<file path="src/rtl/ibex_vector_load_unit.sv">
// ibex_vector_load_unit: word-by-word vector load into a 128b register-file write beat
module ibex_vector_load_unit (
  input  logic         clk_i,
  input  logic         rstn_i,
  input  logic         req_valid_i,
  output logic         req_ready_o,
  input  logic [31:0]  req_addr_i,
  input  logic [4:0]   req_vd_i,
  input  logic [2:0]   vlmul_i,
  output logic         data_req_o,
  input  logic         data_gnt_i,
  output logic [31:0]  data_addr_o,
  output logic         data_we_o,
  output logic [3:0]   data_be_o,
  input  logic         data_rvalid_i,
  input  logic [31:0]  data_rdata_i,
  input  logic         data_err_i,
  output logic [127:0] v_wdata_o,
  output logic [4:0]   v_waddr_o,
  output logic         v_we_o,
  output logic         v_load_en_o,
  output logic [3:0]   v_wnum_o,
  output logic         resp_valid_o,
  output logic         resp_err_o,
  input  logic         resp_ready_i,
  output logic         busy_o
);
  typedef enum logic [2:0] {IDLE, REQ, WAIT, WRITE, DONE} state_t;
  state_t         state, state_nxt;
  logic [31:0]    base;
  logic [4:0]     vd;
  logic [1:0]     last, cnt, slice;
  logic [127:0]   buffer;
  logic           err, accept, illegal, rv;
  assign accept  = req_valid_i & (state == IDLE);
  assign rv      = data_rvalid_i & (state == WAIT);
  assign illegal = (vlmul_i > 3'd2) | (|req_addr_i[1:0]) |
                   ((vlmul_i == 3'd1) & req_vd_i[0]) |
                   ((vlmul_i == 3'd2) & (|req_vd_i[1:0]));
  // groups of 1 land in the vd-selected slice, groups of 2 in the vd-selected half
  assign slice = (last == 2'd0) ? vd[1:0] :
                 (last == 2'd1) ? {vd[1], 1'b0} + cnt : cnt;
  // next-state logic
  always_comb begin
    state_nxt = state;
    case (state)
      IDLE:    state_nxt = accept ? (illegal ? DONE : REQ) : IDLE;
      REQ:     state_nxt = data_gnt_i ? WAIT : REQ;
      WAIT:    state_nxt = !data_rvalid_i ? WAIT : data_err_i ? DONE :
                           (cnt == last) ? WRITE : REQ;
      WRITE:   state_nxt = DONE;
      DONE:    state_nxt = resp_ready_i ? IDLE : DONE;
      default: state_nxt = IDLE;
    endcase
  end
  // state, request context and assembly buffer
  always_ff @(posedge clk_i) begin
    if (!rstn_i) begin
      state  <= IDLE;
      base   <= '0;
      vd     <= '0;
      last   <= '0;
      cnt    <= '0;
      buffer <= '0;
      err    <= 1'b0;
    end else begin
      state <= state_nxt;
      if (accept) begin
        base   <= req_addr_i;
        vd     <= req_vd_i;
        last   <= (vlmul_i == 3'd1) ? 2'd1 : (vlmul_i == 3'd2) ? 2'd3 : 2'd0;
        cnt    <= '0;
        buffer <= '0;
        err    <= illegal;
      end else if (rv && data_err_i) begin
        err <= 1'b1;
      end else if (rv) begin
        buffer[{slice, 5'd0} +: 32] <= data_rdata_i;
        cnt <= cnt + 2'd1;
      end
    end
  end
  assign req_ready_o  = (state == IDLE);
  assign busy_o       = (state != IDLE);
  assign data_req_o   = (state == REQ);
  assign data_addr_o  = data_req_o ? base + {28'd0, cnt, 2'b00} : '0;
  assign data_we_o    = 1'b0;
  assign data_be_o    = 4'b1111;
  assign v_we_o       = (state == WRITE);
  assign v_load_en_o  = v_we_o;
  assign v_waddr_o    = v_we_o ? vd : '0;
  assign v_wdata_o    = v_we_o ? buffer : '0;
  assign v_wnum_o     = 4'd0;
  assign resp_valid_o = (state == DONE);
  assign resp_err_o   = resp_valid_o & err;
endmodule

</file>
<file path="config.mk">
export PLATFORM = sky130hd
export DESIGN_NAME = ibex_vector_load_unit
export DESIGN_NICKNAME = d
export VERILOG_FILES = /design/src/rtl/ibex_vector_load_unit.sv
export SDC_FILE = /design/constraint.sdc
export NUM_CORES = 1
export LEC_CHECK = 0
export CAP_MARGIN = 40
export CORE_MARGIN = 1.5
export CORE_UTILIZATION = 43
export CTS_CLUSTER_SIZE = 28
export DETAILED_ROUTE_END_ITERATION = 12
export GPL_TIMING_DRIVEN = 0
export PLACE_DENSITY = 0.79
export SKIP_LAST_GASP = 1
export SLEW_MARGIN = 20
export SYNTH_ARGS = -nofsm -noshare
export SYNTH_HDL_FRONTEND = slang
export SYNTH_SLANG_ARGS = --single-unit
</file>
<file path="constraint.sdc">
create_clock -name clk_i -period 5.68 [get_ports clk_i]
set_input_delay 1.136 -clock clk_i [delete_from_list [all_inputs] [get_ports clk_i]]
set_output_delay 1.136 -clock clk_i [all_outputs]
set_load 0.05 [all_outputs]
</file>
# ---- After elaboration in Yosys (flattened, before gate mapping)
# Index checks and enable logic that the tools add are counted.
dict set report word_totals {
  ff_bits 173
  output_inout_bits 181
  input_bits 79
  word_cells 59
}
dict set report classes {
  shift 2
  n_reduce_logical 9
  mux 18
  bitwise 10
  eq_ne 8
  n_addsub 4
  order_cmp 1
}
# op n
set op_table {}
lappend op_table {{$bwmux W128} 1}
lappend op_table {{$mux W128} 1}
lappend op_table {{$shift A32 B9 Y128 const A} 1}
lappend op_table {{$shiftx A32 B9 Y128} 1}
lappend op_table {{$add A32 B4 Y32} 1}
lappend op_table {{$mux W32} 1}
lappend op_table {{$mux W3} 5}
lappend op_table {{$pmux W3 S5} 1}
lappend op_table {{$mux W2} 6}
lappend op_table {{$eq A3 B2 Y1 const B} 3}
lappend op_table {{$neg A7 Y9} 1}
lappend op_table {{$eq A3 B1 Y1 const B} 2}
lappend op_table {{$reduce_or A2 Y1} 3}
lappend op_table {{$and A1 B1 Y1} 5}
lappend op_table {{$mux W5} 1}
lappend op_table {{$eq A3 B3 Y1 const B} 1}
lappend op_table {{$gt A3 B2 Y1 const B} 1}
lappend op_table {{$logic_not A3 Y1} 1}
lappend op_table {{$or A1 B1 Y1} 3}
lappend op_table {{$reduce_bool A3 Y1} 1}
lappend op_table {{$add A2 B1 Y2 const B} 1}
lappend op_table {{$add A2 B2 Y2} 1}
lappend op_table {{$eq A2 B1 Y1 const B} 1}
lappend op_table {{$eq A2 B2 Y1} 1}
lappend op_table {{6 further kinds} 8}

# ---- Logic depth before layout (Yosys ltp)
# Gate-level depths: netlist of the first run.
dict set report logic_depth {
  depth_word 7
  depth_mapped 11
}

# ---- Worst setup path after synthesis of the first run
# Ideal clock, no wire load.
dict set report synth_path {
  path_type {reg-to-output}
  startpoint {register cnt[0]}
  endpoint {output port data_addr_o[24]}
  path_stages_with_launch 8
  path_slack_ps 1844
  t_required_ps 4544
  n_path_buf 1
  t_arrival_ps 2700
  cell_sequence {dfxtp_1 -> ha_1 -> fa_1 -> and3_1 -> clkbuf_1 -> nand4_4 -> or4_1 -> a21oi_1}
}
dict set report synth_between {
  elab_chain_cells 2
}
# item line_no
set synth_rtl {}
lappend synth_rtl {{start: declaration} 32} ;# logic [1:0] last, cnt, slice;
lappend synth_rtl {{start signal: assignment} 79} ;# cnt <= cnt + 2'd1;
lappend synth_rtl {{$add A32 B4 Y32} 86} ;# assign data_addr_o = data_req_o ? base + {28'd0, cnt, 2'b00} : '0;
lappend synth_rtl {{$mux W32} 86}
lappend synth_rtl {{end: declaration} 12} ;# output logic [31:0] data_addr_o,
# Every way passes these cells.

# ---- Final worst setup path of the first run
dict set report layout_path {
  startpoint {register cnt[0]}
  endpoint {output port data_addr_o[28]}
}
# The elaborated chain is that of the path after synthesis.

==> run_summary.xml, run 1 <==
<?xml version="1.0" encoding="UTF-8"?>
<metrics>
  <group name="timing">
    <metric name="fin_crit_sh" unit="%">85.0</metric>
    <metric name="rsz0062_at_grt" unit="">false</metric>
    <metric name="timing_hold_violations_final" unit="">0</metric>
    <metric name="max-slew-margin-rel" unit="%">51.9</metric>
    <metric name="timing.fmax" unit="MHz">207</metric>
    <metric name="period_needed" unit="ns">4.83</metric>
    <metric name="final.setup.tns" unit="ns">0</metric>
    <metric name="final-setup-viol-count" unit="">0</metric>
    <metric name="finalClockSkew" unit="ns">0.0100</metric>
    <metric name="timing_worst_slew_pin_value" unit="ns">0.719</metric>
    <metric name="timing_max_transition_violations_final" unit="">0</metric>
  </group>
  <group name="route">
    <metric name="viasPerCell" unit="">5.34</metric>
    <metric name="first_pass_iters" unit="">5</metric>
    <metric name="antenna_violating_nets_post_route" unit="">0</metric>
    <metric name="route.detailed.wl_per_inst" unit="um">17.1</metric>
    <metric name="number_of_design_rule_violations_left_by_the_first_detailed_router_iteration" unit="">583</metric>
    <metric name="remaining_drc_errors" unit="">0</metric>
    <metric name="detail_route.wirelength" unit="mm">28.0</metric>
    <metric name="via_count" unit="">8758</metric>
  </group>
  <group name="setup_path">
    <metric name="r2r_cells" unit="">10</metric>
    <metric name="timing.setup.critical_path_class" unit="">register to primary output</metric>
    <metric name="highest_cell_delay_on_the_worst_timing_path" unit="ns">0.84</metric>
    <metric name="cp_cell_sequence" unit="">ha_1 -&gt; fa_1 -&gt; and3_1 -&gt; clkbuf_1 -&gt; nand4_4 -&gt; or4_1 -&gt; a21oi_1 -&gt; clkdlybuf4s50_1</metric>
    <metric name="launching_element_type_of_the_critical_path" unit="">register</metric>
    <metric name="cp_slowest_cell" unit="">sky130_fd_sc_hd__clkdlybuf4s50_1</metric>
    <metric name="timing.critical_path.fanout_max" unit="">10</metric>
    <metric name="cp.required" unit="ns">4.54</metric>
    <metric name="timing.critical_path.to_type" unit="">primary output</metric>
    <metric name="critical_path_arrival" unit="ns">3.69</metric>
  </group>
  <group name="pwr">
    <metric name="netSwitchingFraction" unit="%">25.4</metric>
    <metric name="share_of_power_burned_in_registers" unit="%">47.1</metric>
    <metric name="vdd_ir_drop_max" unit="V">0.000215</metric>
    <metric name="p_leak" unit="nW">4.09</metric>
    <metric name="gate_power_share" unit="%">8.9</metric>
    <metric name="power-per-cell-area" unit="mW/mm^2">224</metric>
    <metric name="power.switching" unit="mW">0.676</metric>
    <metric name="clkPwrFrac" unit="%">44.0</metric>
    <metric name="cellInternalPower" unit="mW">1.99</metric>
  </group>
  <group name="global_route">
    <metric name="antenna_found_initial" unit="">0</metric>
    <metric name="remaining_global_route_overflow" unit="">0</metric>
    <metric name="grt_pass1_wl" unit="mm">42.7</metric>
    <metric name="grt_start_max_net_pins" unit="">17</metric>
    <metric name="first_global_vias" unit="">8197</metric>
    <metric name="track_usage" unit="%">26.9</metric>
  </group>
  <group name="min_path">
    <metric name="worstHoldPathCells" unit="">2</metric>
    <metric name="hp-class" unit="">register to register</metric>
  </group>
  <group name="floorplanning">
    <metric name="fp.dieW" unit="um">143</metric>
    <metric name="initial_core_util" unit="%">43.6</metric>
    <metric name="placementRows" unit="">51</metric>
    <metric name="die_h" unit="um">143</metric>
    <metric name="fp.coreArea" unit="mm^2">0.0194</metric>
    <metric name="die_area" unit="mm^2">0.0205</metric>
    <metric name="pin_count" unit="">260</metric>
  </group>
  <group name="clock_tree">
    <metric name="tritoncts" unit="">yes</metric>
    <metric name="cts_inserted_buffers" unit="">17</metric>
    <metric name="ctsResizeCount" unit="">0</metric>
    <metric name="cts-htree-levels" unit="">4</metric>
    <metric name="worstSkewPairLatency" unit="ns">0.43</metric>
    <metric name="cts.sink_count" unit="">173</metric>
    <metric name="cts_setup_buffers" unit="">0</metric>
    <metric name="cts_root_buf" unit="">sky130_fd_sc_hd__clkbuf_16</metric>
    <metric name="max-clock-path-buffers" unit="">2</metric>
    <metric name="cts.clk_slew.worst_paths" unit="ns">0.06</metric>
    <metric name="cts-hold-fix-buffers" unit="">0</metric>
  </group>
  <group name="placement">
    <metric name="final_hpwl_dp" unit="mm">20.7</metric>
    <metric name="final_weighted_congestion_of_routability_driven_global_placement" unit="">0.910</metric>
    <metric name="count_of_input_and_output_buffers" unit="">250</metric>
  </group>
  <group name="synth">
    <metric name="syn_avg_cell_area" unit="um^2">7.80</metric>
    <metric name="synth_largest_type_area_fraction" unit="%">40.9</metric>
    <metric name="postSynthRegisterBits" unit="">173</metric>
    <metric name="synth_sequential_area_ratio" unit="%">40.9</metric>
    <metric name="dominantRegCellSynth" unit="">sky130_fd_sc_hd__dfxtp_1</metric>
    <metric name="synth_edf_count" unit="">0</metric>
    <metric name="synthDistinctLibCells" unit="">47</metric>
    <metric name="ys_async_sr_fraction" unit="%">0</metric>
    <metric name="synth_area_leader_cell" unit="">sky130_fd_sc_hd__dfxtp_1</metric>
    <metric name="synth-warning-count" unit="">0</metric>
    <metric name="post_synth_inst_count" unit="">1086</metric>
    <metric name="netlist_top_cells_area" unit="">sky130_fd_sc_hd__dfxtp_1 41%, sky130_fd_sc_hd__and2_1 11%, sky130_fd_sc_hd__nand2_1 8.1%</metric>
    <metric name="post_synth_instance_area" unit="mm^2">0.00847</metric>
  </group>
  <group name="layout">
    <metric name="final_net_count" unit="">1449</metric>
    <metric name="final.fill_count" unit="">1765</metric>
    <metric name="final_layout_size_suffix_gt1_share" unit="%">6.33</metric>
    <metric name="num_antenna_cells" unit="">0</metric>
    <metric name="area.growth.synth_to_final" unit="%">40.6</metric>
    <metric name="post-route-util" unit="%">61.4</metric>
  </group>
  <group name="run">
    <metric name="max_cap_violations" unit="">0</metric>
  </group>
  <group name="status">
    <metric name="status" unit="">completed</metric>
  </group>
</metrics>
## layout by cell type, fill, tap and decap left out, types with 4 or more instances in the layout
| master | count |
|---|---|
| sky130_fd_sc_hd__a21boi_1 | 38 |
| sky130_fd_sc_hd__a21oi_1 | 118 |
| sky130_fd_sc_hd__a32oi_1 | 32 |
| sky130_fd_sc_hd__and2_1 | 143 |
| sky130_fd_sc_hd__and3_1 | 9 |
| sky130_fd_sc_hd__and4_1 | 6 |
| sky130_fd_sc_hd__buf_2 | 35 |
| sky130_fd_sc_hd__buf_4 | 10 |
| sky130_fd_sc_hd__buf_6 | 6 |
| sky130_fd_sc_hd__clkbuf_1 | 53 |
| sky130_fd_sc_hd__clkbuf_16 | 17 |
| sky130_fd_sc_hd__clkdlybuf4s50_1 | 250 |
| sky130_fd_sc_hd__conb_1 | 9 |
| sky130_fd_sc_hd__dfxtp_1 | 173 |
| sky130_fd_sc_hd__ha_1 | 7 |
| sky130_fd_sc_hd__inv_1 | 9 |
| sky130_fd_sc_hd__inv_6 | 7 |
| sky130_fd_sc_hd__nand2_1 | 182 |
| sky130_fd_sc_hd__nand3_1 | 116 |
| sky130_fd_sc_hd__nand4_1 | 9 |
| sky130_fd_sc_hd__nor2_1 | 52 |
| sky130_fd_sc_hd__nor3_1 | 4 |
| sky130_fd_sc_hd__o21ai_0 | 10 |
| sky130_fd_sc_hd__o31ai_1 | 10 |
| sky130_fd_sc_hd__or3_1 | 10 |
| sky130_fd_sc_hd__or4_1 | 9 |
| sky130_fd_sc_hd__xnor2_1 | 5 |
| sky130_fd_sc_hd__xor2_1 | 11 |
## layer usage
layer | part of all wire (%) | routed length, um | track usage [%]
met5 | 0 | 0 | 0
met4 | 4.3 | 1200 | 13.2
met3 | 7.1 | 1970 | 4.67
met2 | 45 | 12600 | 41.4
met1 | 44 | 12200 | 36.5
## cells in the mapped netlist, types with 10 or more instances
| cell type | count |
|---|---|
| sky130_fd_sc_hd__buf_4 | 10 |
| sky130_fd_sc_hd__nand2_1 | 182 |
| sky130_fd_sc_hd__nand3_1 | 116 |
| sky130_fd_sc_hd__xor2_1 | 11 |
| sky130_fd_sc_hd__and2_1 | 143 |
| sky130_fd_sc_hd__o21ai_0 | 10 |
| sky130_fd_sc_hd__a21boi_1 | 38 |
| sky130_fd_sc_hd__or3_1 | 10 |
| sky130_fd_sc_hd__a21oi_1 | 118 |
| sky130_fd_sc_hd__clkbuf_1 | 52 |
| sky130_fd_sc_hd__dfxtp_1 | 173 |
| sky130_fd_sc_hd__a32oi_1 | 32 |
| sky130_fd_sc_hd__buf_2 | 35 |
| sky130_fd_sc_hd__nor2_1 | 52 |
| sky130_fd_sc_hd__o31ai_1 | 10 |
## stage by stage
stage,total power [mW],hold WS [ns],instances,cell area [um^2],worst slack (ns)
2_1_floorplan,1.40,0.427,1093,8490,1.84
3_3_place_gp,1.51,0.433,1608,11300,1.35
3_5_place_dp,1.52,0.439,1608,11300,1.33
4_1_cts,2.67,0.448,1639,11900,0.850
5_1_grt,2.75,0.462,1639,11900,0.691
6_report,2.66,0.446,1639,11900,0.853
## critical path: cells and delay by family (launching register included)
kind	cells	cell delay, ns
buffers and inverters	2	1.12
and+or+nand+nor	3	0.92
DFF	1	0.46
AOI/OAI and AO/OA	1	0.19
adders and majority gates	2	0.57
## power by group through the flow
| stage | combinational (mW) | clock, mW | sequential [mW] |
|---|---|---|---|
| 2_1_floorplan | 0.126 | 0 | 1.28 |
| 3_3_place_gp | 0.234 | 0 | 1.28 |
| 3_5_place_dp | 0.236 | 0 | 1.28 |
| 4_1_cts | 0.238 | 1.18 | 1.25 |
| 5_1_grt | 0.258 | 1.23 | 1.26 |
| 6_report | 0.238 | 1.17 | 1.25 |
## final cells by class
cell class                      instances  area (um^2)  area share, %
Multi-Input combinational cell        805         4470           37.6
Sequential cell                       173         3460           29.1
Timing Repair Buffer                  250         2500           21.0
Buffer                                105          520           4.37
Clock buffer                           18          429           3.60
Tap cell                              265          332           2.78
Clock inverter                         13          150           1.26
Inverter                               10         37.5          0.315
## kinds of logic after synthesis
kind of cell / count (synthesis) / synth area share [%]
compound gates: 219 / 16.6
fa+ha+maj: 8 / 1.27
flops: 173 / 40.9
buf+inv: 115 / 6.59
xor+xnor: 16 / 1.66
other cells: 2 / 0.0887
simple gates: 553 / 32.9
## path summary, 6_finish.rpt
kind / start / end / slack, ns
min reg2reg: buffer[67]$_SDFFE_PP0P_ / buffer[67]$_SDFFE_PP0P_ / 0.45
min: buffer[67]$_SDFFE_PP0P_ / buffer[67]$_SDFFE_PP0P_ / 0.45
max reg2reg: last[0]$_SDFFE_PN0P_ / buffer[18]$_SDFFE_PP0P_ / 2.07
max: cnt[0]$_SDFFE_PP0P_ / data_addr_o[28] / 0.85
## flip-flops by register name (all words and copies together), names as in the netlist
signal  count
vd          5
err         1
base       32
cnt         2
state       3
buffer    128
last        2
No activity file was read; power rests on OpenSTA's default activity.
==> inputs of run 2 (changes only) <==
clock period = 4.8 ns   (was 5.68 ns; I/O delays follow)
==> run_summary.xml, run 2 (synthesis gave the netlist of run 1 again) <==
<?xml version="1.0" encoding="UTF-8"?>
<metrics>
  <group name="status">
    <metric name="status" unit="">completed</metric>
  </group>
  <group name="min_path">
    <metric name="hp-class" unit="">register to register</metric>
    <metric name="timing.hold.worst_endpoint" unit="">buffer[65]$_SDFFE_PP0P_</metric>
    <metric name="worstHoldPathCells" unit="">2</metric>
    <metric name="worstHoldStart" unit="">buffer[65]$_SDFFE_PP0P_</metric>
  </group>
  <group name="clock_tree">
    <metric name="ctsResizeCount" unit="">0</metric>
    <metric name="cts_setup_buffers" unit="">0</metric>
    <metric name="tritoncts" unit="">yes</metric>
    <metric name="worstSkewPairLatency" unit="ns">0.44</metric>
    <metric name="max-clock-path-buffers" unit="">2</metric>
    <metric name="cts_root_buf" unit="">sky130_fd_sc_hd__clkbuf_16</metric>
    <metric name="cts_inserted_buffers" unit="">17</metric>
    <metric name="cts-htree-levels" unit="">4</metric>
    <metric name="cts.sink_count" unit="">173</metric>
    <metric name="cts-hold-fix-buffers" unit="">0</metric>
    <metric name="cts.clk_slew.worst_paths" unit="ns">0.06</metric>
  </group>
  <group name="setup_path">
    <metric name="cp.required" unit="ns">3.84</metric>
    <metric name="timing.critical_path.fanout_max" unit="">10</metric>
    <metric name="critical_path_buf_inv_count" unit="">3</metric>
    <metric name="reg2reg_setup_slack" unit="ns">1.19</metric>
    <metric name="r2r_cells" unit="">10</metric>
    <metric name="worst_r2r_endpoint" unit="">buffer[16]$_SDFFE_PP0P_</metric>
    <metric name="launching_element_type_of_the_critical_path" unit="">register</metric>
    <metric name="cp_slowest_cell" unit="">sky130_fd_sc_hd__clkdlybuf4s50_1</metric>
    <metric name="highest_cell_delay_on_the_worst_timing_path" unit="ns">0.87</metric>
    <metric name="critical_path_arrival" unit="ns">3.66</metric>
    <metric name="crit-reg2reg-launch" unit="">last[1]$_SDFFE_PN0P_</metric>
    <metric name="critical-path-top-cell-by-count" unit="">sky130_fd_sc_hd__clkbuf_1</metric>
    <metric name="cp_cell_sequence" unit="">nand2b_1 -&gt; nor2_1 -&gt; clkbuf_1 -&gt; clkbuf_1 -&gt; and2_1 -&gt; clkdlybuf4s50_1</metric>
    <metric name="cp_top_family" unit="">buffers and inverters</metric>
    <metric name="timing.setup.critical_path_class" unit="">register to primary output</metric>
    <metric name="timing.critical_path.to_type" unit="">primary output</metric>
  </group>
  <group name="global_route">
    <metric name="antenna_found_initial" unit="">0</metric>
    <metric name="remaining_global_route_overflow" unit="">0</metric>
    <metric name="grt_start_max_net_pins" unit="">17</metric>
    <metric name="first_global_vias" unit="">8197</metric>
    <metric name="track_usage" unit="%">26.9</metric>
    <metric name="grt_pass1_wl" unit="mm">42.7</metric>
  </group>
  <group name="timing">
    <metric name="timing.fmax" unit="MHz">216</metric>
    <metric name="final-setup-viol-count" unit="">0</metric>
    <metric name="rsz0062_at_grt" unit="">false</metric>
    <metric name="setup_slack" unit="ns">0.179</metric>
    <metric name="timing_worst_slew_pin_value" unit="ns">0.752</metric>
    <metric name="timing_max_transition_violations_final" unit="">0</metric>
    <metric name="final.setup.tns" unit="ns">0</metric>
    <metric name="fin_crit_sh" unit="%">96.3</metric>
    <metric name="period_needed" unit="ns">4.62</metric>
    <metric name="timing_hold_violations_final" unit="">0</metric>
    <metric name="finalClockSkew" unit="ns">0.00946</metric>
    <metric name="max-slew-margin-rel" unit="%">49.7</metric>
  </group>
  <group name="placement">
    <metric name="final_weighted_congestion_of_routability_driven_global_placement" unit="">0.910</metric>
    <metric name="final_hpwl_dp" unit="mm">20.7</metric>
    <metric name="place_worst_setup_slack" unit="ns">0.621</metric>
    <metric name="count_of_input_and_output_buffers" unit="">250</metric>
  </group>
  <group name="route">
    <metric name="first_pass_iters" unit="">5</metric>
    <metric name="detail_route.wirelength" unit="mm">28.0</metric>
    <metric name="viasPerCell" unit="">5.36</metric>
    <metric name="antenna_violating_nets_post_route" unit="">0</metric>
    <metric name="via_count" unit="">8784</metric>
    <metric name="route.detailed.wl_per_inst" unit="um">17.1</metric>
    <metric name="remaining_drc_errors" unit="">0</metric>
    <metric name="number_of_design_rule_violations_left_by_the_first_detailed_router_iteration" unit="">603</metric>
  </group>
  <group name="floorplanning">
    <metric name="die_area" unit="mm^2">0.0205</metric>
    <metric name="pin_count" unit="">260</metric>
    <metric name="placementRows" unit="">51</metric>
    <metric name="fp.dieW" unit="um">143</metric>
    <metric name="die_h" unit="um">143</metric>
    <metric name="initial_core_util" unit="%">43.6</metric>
    <metric name="fp.coreArea" unit="mm^2">0.0194</metric>
  </group>
  <group name="layout">
    <metric name="most_common_library_cell_in_the_layout_ignoring_fill_and_taps" unit="">sky130_fd_sc_hd__clkdlybuf4s50_1</metric>
    <metric name="final_layout_size_suffix_gt1_share" unit="%">6.33</metric>
    <metric name="largest_register_ff_count" unit="">128</metric>
    <metric name="final_net_count" unit="">1449</metric>
    <metric name="area.growth.synth_to_final" unit="%">40.7</metric>
    <metric name="top_regs" unit="">buffer (128), base (32), vd (5)</metric>
    <metric name="num_antenna_cells" unit="">0</metric>
    <metric name="layout.cells.most_common_list" unit="">248 x sky130_fd_sc_hd__clkdlybuf4s50_1, 182 x sky130_fd_sc_hd__nand2_1, 173 x sky130_fd_sc_hd__dfxtp_1</metric>
    <metric name="biggest_register" unit="">buffer</metric>
  </group>
  <group name="pwr">
    <metric name="finalPower" unit="mW">3.15</metric>
    <metric name="vdd_ir_drop_max" unit="V">0.000257</metric>
    <metric name="p_leak" unit="nW">4.13</metric>
    <metric name="power-per-cell-area" unit="mW/mm^2">265</metric>
  </group>
  <group name="run">
    <metric name="max_cap_violations" unit="">0</metric>
  </group>
</metrics>
[run 2: cell types whose count changed in the layout (fill, tap and decap cells not counted), sizes merged]
cell | before | now
clkdlybuf4s50 | 250 | 248
dlymetal6s2s | 0 | 2
[run 2: worst min-delay path, stage by stage (launching register included)]
cell	delay [ns]
sky130_fd_sc_hd__dfxtp_1	0.30
sky130_fd_sc_hd__nand2_1	0.05
sky130_fd_sc_hd__a21oi_1	0.05
[run 2: cell type report]
type / instances / area (um^2)
Buffer: 105 / 520
Clock buffer: 18 / 429
Clock inverter: 13 / 150
Fill cell: 1766 / 7490
Inverter: 10 / 37.5
Multi-Input combinational cell: 805 / 4470
Sequential cell: 173 / 3460
Tap cell: 265 / 332
Timing Repair Buffer: 250 / 2510
[run 2: per-stage QoR]
stage	instance area [um^2]	instances	util (%)	hold slack, ns
5_1_grt	11900	1639	61.4	0.462
6_report	11900	1639	61.4	0.446
3_3_place_gp	11300	1608	58.4	0.433
4_1_cts	11900	1639	61.4	0.448
2_1_floorplan	8490	1093	-	0.427
3_5_place_dp	11300	1608	58.4	0.439
[run 2: how the worst max path moves through the flow]
stage | from | end | slack [ns] | depth (start not counted)
3_3_place_gp | cnt[0]$_SDFFE_PP0P_ | data_addr_o[28] | 0.65 | 8
3_5_place_dp | cnt[0]$_SDFFE_PP0P_ | data_addr_o[28] | 0.62 | 8
6_report | state[1]$_SDFF_PN0_ | v_wdata_o[64] | 0.18 | 6
2_1_floorplan | cnt[0]$_SDFFE_PP0P_ | data_addr_o[24] | 1.14 | 7
5_1_grt | cnt[0]$_SDFFE_PP0P_ | data_addr_o[22] | 0.04 | 8
4_1_cts | cnt[0]$_SDFFE_PP0P_ | data_addr_o[28] | 0.15 | 8
[run 2: power breakdown]
group	internal [mW]	switching [mW]
Clock	0.775	0.610
Sequential	1.46	0.0253
Combinational	0.117	0.165
[run 2: per-layer routing]
metal	global-route usage, %	part of all wire, %	vias up
met5	0	0	-
met4	13.2	4.6	0
met3	4.67	6.8	83
met2	41.4	45	387
met1	36.5	44	4079
li1	-	-	4235
